$ cat src/rtl/fifo_check_pkg.sv
// rtl/fifo_check_pkg.sv - shared state encoding and channel indices for the FIFO check-statistics block
package fifo_check_pkg;

    typedef enum logic [1:0] {ST_IDLE, ST_RUN, ST_DONE} chk_state_e;

    localparam int CHK_DATA_OUT     = 0;
    localparam int CHK_ACK          = 1;
    localparam int CHK_OVERFLOW     = 2;
    localparam int CHK_FULL         = 3;
    localparam int CHK_EMPTY        = 4;
    localparam int CHK_ALMOST_FULL  = 5;
    localparam int CHK_ALMOST_EMPTY = 6;
    localparam int CHK_UNDERFLOW    = 7;
    localparam int NUM_CHK_DEFAULT  = 8;

endpackage

$ cat src/rtl/fifo_sat_counter.sv
// rtl/fifo_sat_counter.sv - saturating up-counter with synchronous clear
module fifo_sat_counter #(
    parameter int W = 32
) (
    input  logic         i_clk,
    input  logic         i_rst,
    input  logic         i_clr,
    input  logic         i_inc,
    output logic [W-1:0] o_cnt
);

    logic [W-1:0] r_cnt;

    always_ff @(posedge i_clk or posedge i_rst) begin
        if (i_rst) begin
            r_cnt <= '0;
        end else if (i_clr) begin
            r_cnt <= '0;
        end else if (i_inc && (r_cnt != '1)) begin
            r_cnt <= r_cnt + W'(1);
        end
    end

    assign o_cnt = r_cnt;

endmodule

$ cat src/rtl/fifo_check_counters.sv
// rtl/fifo_check_counters.sv - per-channel pass/fail statistics, error total, run-cycle count and first-error capture
module fifo_check_counters
    import fifo_check_pkg::*;
#(
    parameter  int NUM_CHK = NUM_CHK_DEFAULT,
    parameter  int CNT_W   = 32,
    localparam int IDX_W   = $clog2(NUM_CHK) + 1
) (
    input  logic               i_clk,
    input  logic               i_rst,
    input  logic               i_clr,
    input  logic               i_start,
    input  logic               i_finish,
    input  logic [NUM_CHK-1:0] i_chk_valid,
    input  logic [NUM_CHK-1:0] i_chk_pass,
    input  logic [IDX_W-1:0]   i_rd_idx,
    output logic [CNT_W-1:0]   o_rd_err,
    output logic [CNT_W-1:0]   o_rd_corr,
    output logic [CNT_W-1:0]   o_total_err,
    output logic [CNT_W-1:0]   o_cycle_cnt,
    output logic               o_any_err,
    output logic [IDX_W-1:0]   o_first_err_idx,
    output logic [CNT_W-1:0]   o_first_err_cycle,
    output logic               o_busy,
    output logic               o_done
);

    chk_state_e         r_state;
    chk_state_e         w_state_nxt;
    logic               w_run;
    logic [NUM_CHK-1:0] w_fail;
    logic [NUM_CHK-1:0] w_good;
    logic [CNT_W-1:0]   w_err  [NUM_CHK];
    logic [CNT_W-1:0]   w_corr [NUM_CHK];
    logic [CNT_W-1:0]   w_cycle;
    logic [CNT_W:0]     w_fail_cnt;
    logic [CNT_W:0]     w_total_sum;
    logic [CNT_W-1:0]   w_total_nxt;
    logic [IDX_W-1:0]   w_low_idx;
    logic [CNT_W-1:0]   w_sel_err;
    logic [CNT_W-1:0]   w_sel_corr;

    logic [CNT_W-1:0]   r_total;
    logic               r_any;
    logic [IDX_W-1:0]   r_first_idx;
    logic [CNT_W-1:0]   r_first_cycle;
    logic [CNT_W-1:0]   r_rd_err;
    logic [CNT_W-1:0]   r_rd_corr;

    always_ff @(posedge i_clk or posedge i_rst) begin
        if (i_rst) begin
            r_state <= ST_IDLE;
        end else begin
            r_state <= w_state_nxt;
        end
    end

    always_comb begin
        w_state_nxt = r_state;
        if (i_clr) begin
            w_state_nxt = ST_IDLE;
        end else begin
            case (r_state)
                ST_IDLE: if (i_start)  w_state_nxt = ST_RUN;
                ST_RUN:  if (i_finish) w_state_nxt = ST_DONE;
                default: w_state_nxt = r_state;
            endcase
        end
    end

    // The finish cycle is still a RUN cycle, so its results are counted.
    assign w_run  = (r_state == ST_RUN) && !i_clr;
    assign w_fail = i_chk_valid & ~i_chk_pass;
    assign w_good = i_chk_valid & i_chk_pass;

    for (genvar g = 0; g < NUM_CHK; g++) begin : g_chan
        fifo_sat_counter #(.W(CNT_W)) u_err (
            .i_clk (i_clk),
            .i_rst (i_rst),
            .i_clr (i_clr),
            .i_inc (w_run && w_fail[g]),
            .o_cnt (w_err[g])
        );
        fifo_sat_counter #(.W(CNT_W)) u_corr (
            .i_clk (i_clk),
            .i_rst (i_rst),
            .i_clr (i_clr),
            .i_inc (w_run && w_good[g]),
            .o_cnt (w_corr[g])
        );
    end

    fifo_sat_counter #(.W(CNT_W)) u_cycle (
        .i_clk (i_clk),
        .i_rst (i_rst),
        .i_clr (i_clr),
        .i_inc (w_run),
        .o_cnt (w_cycle)
    );

    always_comb begin
        w_fail_cnt = '0;
        w_low_idx  = '0;
        for (int i = 0; i < NUM_CHK; i++) begin
            w_fail_cnt = w_fail_cnt + (CNT_W+1)'(w_fail[i]);
        end
        for (int i = NUM_CHK - 1; i >= 0; i--) begin
            if (w_fail[i]) w_low_idx = IDX_W'(i);
        end
        // Extra carry bit lets the total clamp instead of wrapping.
        w_total_sum = {1'b0, r_total} + w_fail_cnt;
        w_total_nxt = w_total_sum[CNT_W] ? '1 : w_total_sum[CNT_W-1:0];
    end

    always_comb begin
        w_sel_err  = '0;
        w_sel_corr = '0;
        for (int i = 0; i < NUM_CHK; i++) begin
            if (i_rd_idx == IDX_W'(i)) begin
                w_sel_err  = w_err[i];
                w_sel_corr = w_corr[i];
            end
        end
    end

    always_ff @(posedge i_clk or posedge i_rst) begin
        if (i_rst) begin
            r_total       <= '0;
            r_any         <= 1'b0;
            r_first_idx   <= '0;
            r_first_cycle <= '0;
            r_rd_err      <= '0;
            r_rd_corr     <= '0;
        end else if (i_clr) begin
            r_total       <= '0;
            r_any         <= 1'b0;
            r_first_idx   <= '0;
            r_first_cycle <= '0;
            r_rd_err      <= '0;
            r_rd_corr     <= '0;
        end else begin
            r_rd_err  <= w_sel_err;
            r_rd_corr <= w_sel_corr;
            if (w_run) begin
                r_total <= w_total_nxt;
                if ((|w_fail) && !r_any) begin
                    r_any         <= 1'b1;
                    r_first_idx   <= w_low_idx;
                    r_first_cycle <= w_cycle;
                end
            end
        end
    end

    assign o_rd_err          = r_rd_err;
    assign o_rd_corr         = r_rd_corr;
    assign o_total_err       = r_total;
    assign o_cycle_cnt       = w_cycle;
    assign o_any_err         = r_any;
    assign o_first_err_idx   = r_first_idx;
    assign o_first_err_cycle = r_first_cycle;
    assign o_busy            = (r_state == ST_RUN);
    assign o_done            = (r_state == ST_DONE);

endmodule

$ cat config.mk
export PLATFORM = sky130hd
export DESIGN_NAME = fifo_check_counters
export DESIGN_NICKNAME = d
export VERILOG_FILES = /design/src/rtl/fifo_check_pkg.sv /design/src/rtl/fifo_sat_counter.sv /design/src/rtl/fifo_check_counters.sv
export SDC_FILE = /design/constraint.sdc
export NUM_CORES = 2
export LEC_CHECK = 0
export ABC_CLOCK_PERIOD_IN_PS = 24200
export BUFFER_PORTS_ARGS = -buffer_cell sky130_fd_sc_hd__buf_2
export CAP_MARGIN = 30
export CORE_MARGIN = 2
export CORE_UTILIZATION = 56
export DETAILED_ROUTE_END_ITERATION = 8
export HOLD_SLACK_MARGIN = 0.03
export PLACE_DENSITY = 0.75
export SYNTH_ARGS = -nofsm -noshare
export SYNTH_HDL_FRONTEND = slang
export SYNTH_SLANG_ARGS = --single-unit
$ cat constraint.sdc
create_clock -name i_clk -period 24.2 [get_ports i_clk]
set_input_delay 1.21 -clock i_clk [delete_from_list [all_inputs] [get_ports i_clk]]
set_output_delay 1.21 -clock i_clk [all_outputs]
set_load 0.02 [all_outputs]
==> results.py <==
metrics = {
    "status": {
        "outcome": "finished, final reports clean",
    },
    "timing": {
        "worst_slew_margin_rel_pct": 25.8,
        "timing.fmax_mhz": 201,
        "max_slew.worst_pin.slew_ns": 1.10,
        "post-route-period-util_pct": 20.5,
        "setup_total_negative_slack_ns": 0,
        "rsz_0062_raised_after_global_routing": "false",
        "report.final.slew_viol_count": 0,
        "worst_clk_skew_ns": 0.0205,
        "report.final.setup_viol": 0,
        "hold_viol_final": 0,
        "finalWorstPathRequiredPeriod_ns": 4.97,
    },
    "floorplan": {
        "area_of_the_core_region_um2": 69800,
        "ioPinCount": 192,
        "dieHeight_um": 269,
        "initial_utilization_pct": 56.4,
        "rows": 97,
        "die_x_um": 269,
        "die_area_um2": 72400,
    },
    "placement": {
        "dp_hpwl_um": 83400,
        "gp_congestion": 0.961,
        "number_of_port_buffers": 190,
        "placed_standard_cell_area_um2": 40900,
    },
    "routing": {
        "routed_vias": 36700,
        "detail_route.drc_violations": 0,
        "wl_per_cell_um": 22.8,
        "detail-route-antenna-nets": 0,
        "route.detailed.vias_per_inst": 6.92,
        "totalWireLength_um": 121000,
        "drt-initial-drc-count": 4944,
        "first_pass_iters": 6,
    },
    "global_route": {
        "grt_util_all_layers_pct": 33.0,
        "globalRoute.totalOverflow": 0,
        "grt_antenna_before_repair": 5,
        "first_global_vias": 32600,
        "grt_start_max_net_pins": 162,
        "first_pass_grt_wire_length_um": 188000,
    },
    "worst_setup_path": {
        "timing.critical_path.slowest_cell_delay_ns": 0.78,
        "crit-reg2reg-capture": "o_total_err[8]",
        "worstReg2RegStart": "o_total_err[0]",
        "critical_path_capture_point": "o_total_err[8]",
        "r2r.worst_path.cells": 12,
        "critical_path.top_delay_family": "adder cells",
        "cp_data_required_time_ns": 24.73,
        "timing.critical_path.mode_cell": "fa_1",
        "path_cells": "buf_2 -> nand2b_1 -> inv_1 -> fa_1 -> inv_1 -> fa_1 -> fa_1 -> fa_1 -> inv_1 -> fa_1 -> a211o_1 -> nand2_1 -> nor4_1 -> nor2_1 -> nor3_1",
        "critical_path_launch_point_type": "primary input",
        "number_of_cells_on_the_critical_path": 15,
        "worstSetupEndpointType": "flop",
        "rrSetupSlack_ns": 19.95,
        "critical-path-slowest-cell": "nor4_1",
        "critical_path_peak_fanout": 6,
        "critical_path.n_buffers_inverters": 4,
        "timing.critical_path.arrival_ns": 5.51,
        "setup.worst_path.class": "in2reg",
        "cp_startpoint": "i_chk_pass[2]",
    },
    "final_layout": {
        "area_delta_synth_final_pct": 10.9,
        "finalNetCount": 4358,
        "final_design_area_excluding_fillers_um2": 43600,
        "final_layout_size_suffix_gt1_share_pct": 12.3,
        "fillCellCount": 5820,
    },
    "clock_tree": {
        "clockBufferDepth": 3,
        "worst_skew_pair.late_latency_ns": 0.63,
        "cts_setup_buffers": 0,
        "cts.clk_slew.worst_paths_ns": 0.06,
        "cts_tree": "done",
        "tritoncts.num_buffers": 76,
        "hold_buffers": 0,
        "cts_resized": 0,
        "cts-root-buf": "clkbuf_16",
        "clock-sinks": 678,
        "cts.htree.levels": 3,
    },
    "min_path": {
        "worst_hold_path_type": "reg2reg",
    },
    "logic_synthesis": {
        "synth_warnings": 0,
        "synth_area_leaders": "dfrtp_1 (43%), a21oi_1 (5.2%), nand2_1 (3.7%)",
        "synth_top_cell_by_area": "dfrtp_1",
        "synth.most_common_cell": "dfrtp_1",
        "post_synth.cell_area_avg_um2": 9.23,
        "synth_top_cell_area_share_pct": 43.1,
        "register_bit_total_from_synthesis": 678,
        "synth_enable_flop_cells": 0,
        "synth_seq_area_share_pct": 43.1,
        "syn-cell-area_um2": 39300,
        "postSynth.topFlopCell": "dfrtp_1",
        "synth_common_cells": "dfrtp_1 (678), a21oi_1 (407), nand2_1 (385), clkbuf_1 (246), nor2_1 (231)",
        "yosysUniqueCellTypes": 84,
        "synth_async_sr_flop_share_pct": 100,
        "syn-instance-count": 4261,
        "net_count_after_synthesis": 4314,
    },
    "pwr": {
        "cellPowerDensity_nw_per_um2": 57.2,
        "power_leakage_nw": 16.4,
        "ir_drop_uv": 39.5,
    },
    "job": {
        "maxCapViolCount": 0,
    },
}
-- metrics by stage --
| step | power, W | hold slack (ns) | setup slack (ns) | cells | utilization (%) |
|---|---|---|---|---|---|
| global placement | 0.00130 | 0.494 | 18.77 | 5160 | 58.6 |
| detailed placement | 0.00130 | 0.493 | 18.67 | 5164 | 58.7 |
| finish | 0.00250 | 0.510 | 19.23 | 5304 | 62.5 |
| floorplan | 0.00126 | 0.457 | 3.98 | 4261 | - |
| CTS | 0.00250 | 0.501 | 19.31 | 5299 | 62.4 |
| global route | 0.00256 | 0.531 | 18.95 | 5302 | 62.5 |
-- final cells by class --
class                           instances  area, µm²  area share, %
Multi-Input combinational cell       3206      21000           48.1
Sequential cell                       678      17000           38.9
Clock buffer                          104       2180           4.99
Timing Repair Buffer                  255       1550           3.56
Tap cell                              940       1180           2.70
Clock inverter                         31        400          0.918
Inverter                               88        339          0.777
Antenna cell                            2       5.00         0.0115
-- metal layers --
layer / vias to the layer above / wire, µm / global-route usage [%]
met4: 6 / 3940 / 10.7
met2: 1806 / 52700 / 47.6
met1: 18100 / 51500 / 49.3
met3: 243 / 13000 / 7.09
met5: - / 39 / 0
li1: 16500 / - / -
-- state kept, by name, indices dropped and copies added (netlist names), 3 cells and up --
signal,cells
o_first_err_cycle,32
o_first_err_idx,3
g_chan.u_corr.o_cnt,256
g_chan.u_err.o_cnt,256
u_cycle.o_cnt,32
o_rd_corr,32
o_rd_err,32
o_total_err,32
-- how the worst min path moves through the flow --
stage,start,endpoint,slack (ns),cells past startpoint
3_5_place_dp,g_chan[6].u_corr.o_cnt[29],g_chan[6].u_corr.o_cnt[29],0.49,1
5_1_grt,g_chan[4].u_err.o_cnt[21],g_chan[4].u_err.o_cnt[21],0.53,1
6_report,g_chan[6].u_corr.o_cnt[29],g_chan[6].u_corr.o_cnt[29],0.51,1
4_1_cts,g_chan[6].u_corr.o_cnt[29],g_chan[6].u_corr.o_cnt[29],0.50,1
3_3_place_gp,g_chan[6].u_corr.o_cnt[29],g_chan[6].u_corr.o_cnt[29],0.49,1
2_1_floorplan,g_chan[4].u_err.o_cnt[21],g_chan[4].u_err.o_cnt[21],0.46,1
-- worst reg2reg max path, stage by stage (launching register included) --
cell	delay [ns]
dfrtp_1	0.44
fa_1	0.56
inv_1	0.05
fa_1	0.49
fa_1	0.43
fa_1	0.44
inv_1	0.10
fa_1	0.23
a211o_1	0.20
nand2_1	0.10
nor4_1	0.78
nor2_1	0.15
nor3_1	0.18
-- placed cells by master, fill, tap and decap left out, types with 119 or more instances in the layout --
cell type	count
or4_1	178
nand2_1	385
o21ai_0	214
buf_2	189
a21oi_1	407
nor2_1	230
nand3_1	211
o31ai_1	148
or3_1	199
a221oi_1	119
nand4_1	151
dfrtp_1	678
-- where the power goes --
| part | leakage [nW] | total [W] | internal (W) | switching, W |
|---|---|---|---|---|
| combinational | 5.70 | 0.000141 | 0.0000343 | 0.000107 |
| clock | 1.27 | 0.00121 | 0.000717 | 0.000493 |
| sequential | 9.45 | 0.00114 | 0.00114 | 0.00000496 |
-- cells by family (layout without fill, tap and decap cells) --
family	count (synthesis)	after routing	synth area share, %
AOI/OAI and AO/OA	1128	1128	18.5
xor gates and xnor gates	109	109	2.43
adders and majority gates	28	28	0.986
buffers and inverters	377	478	3.74
DFF	678	678	43.1
muxes	178	178	6.56
other	1	3	0.00954
and+or+nand+nor	1762	1762	24.7
Power figures use the tool's default switching activity.
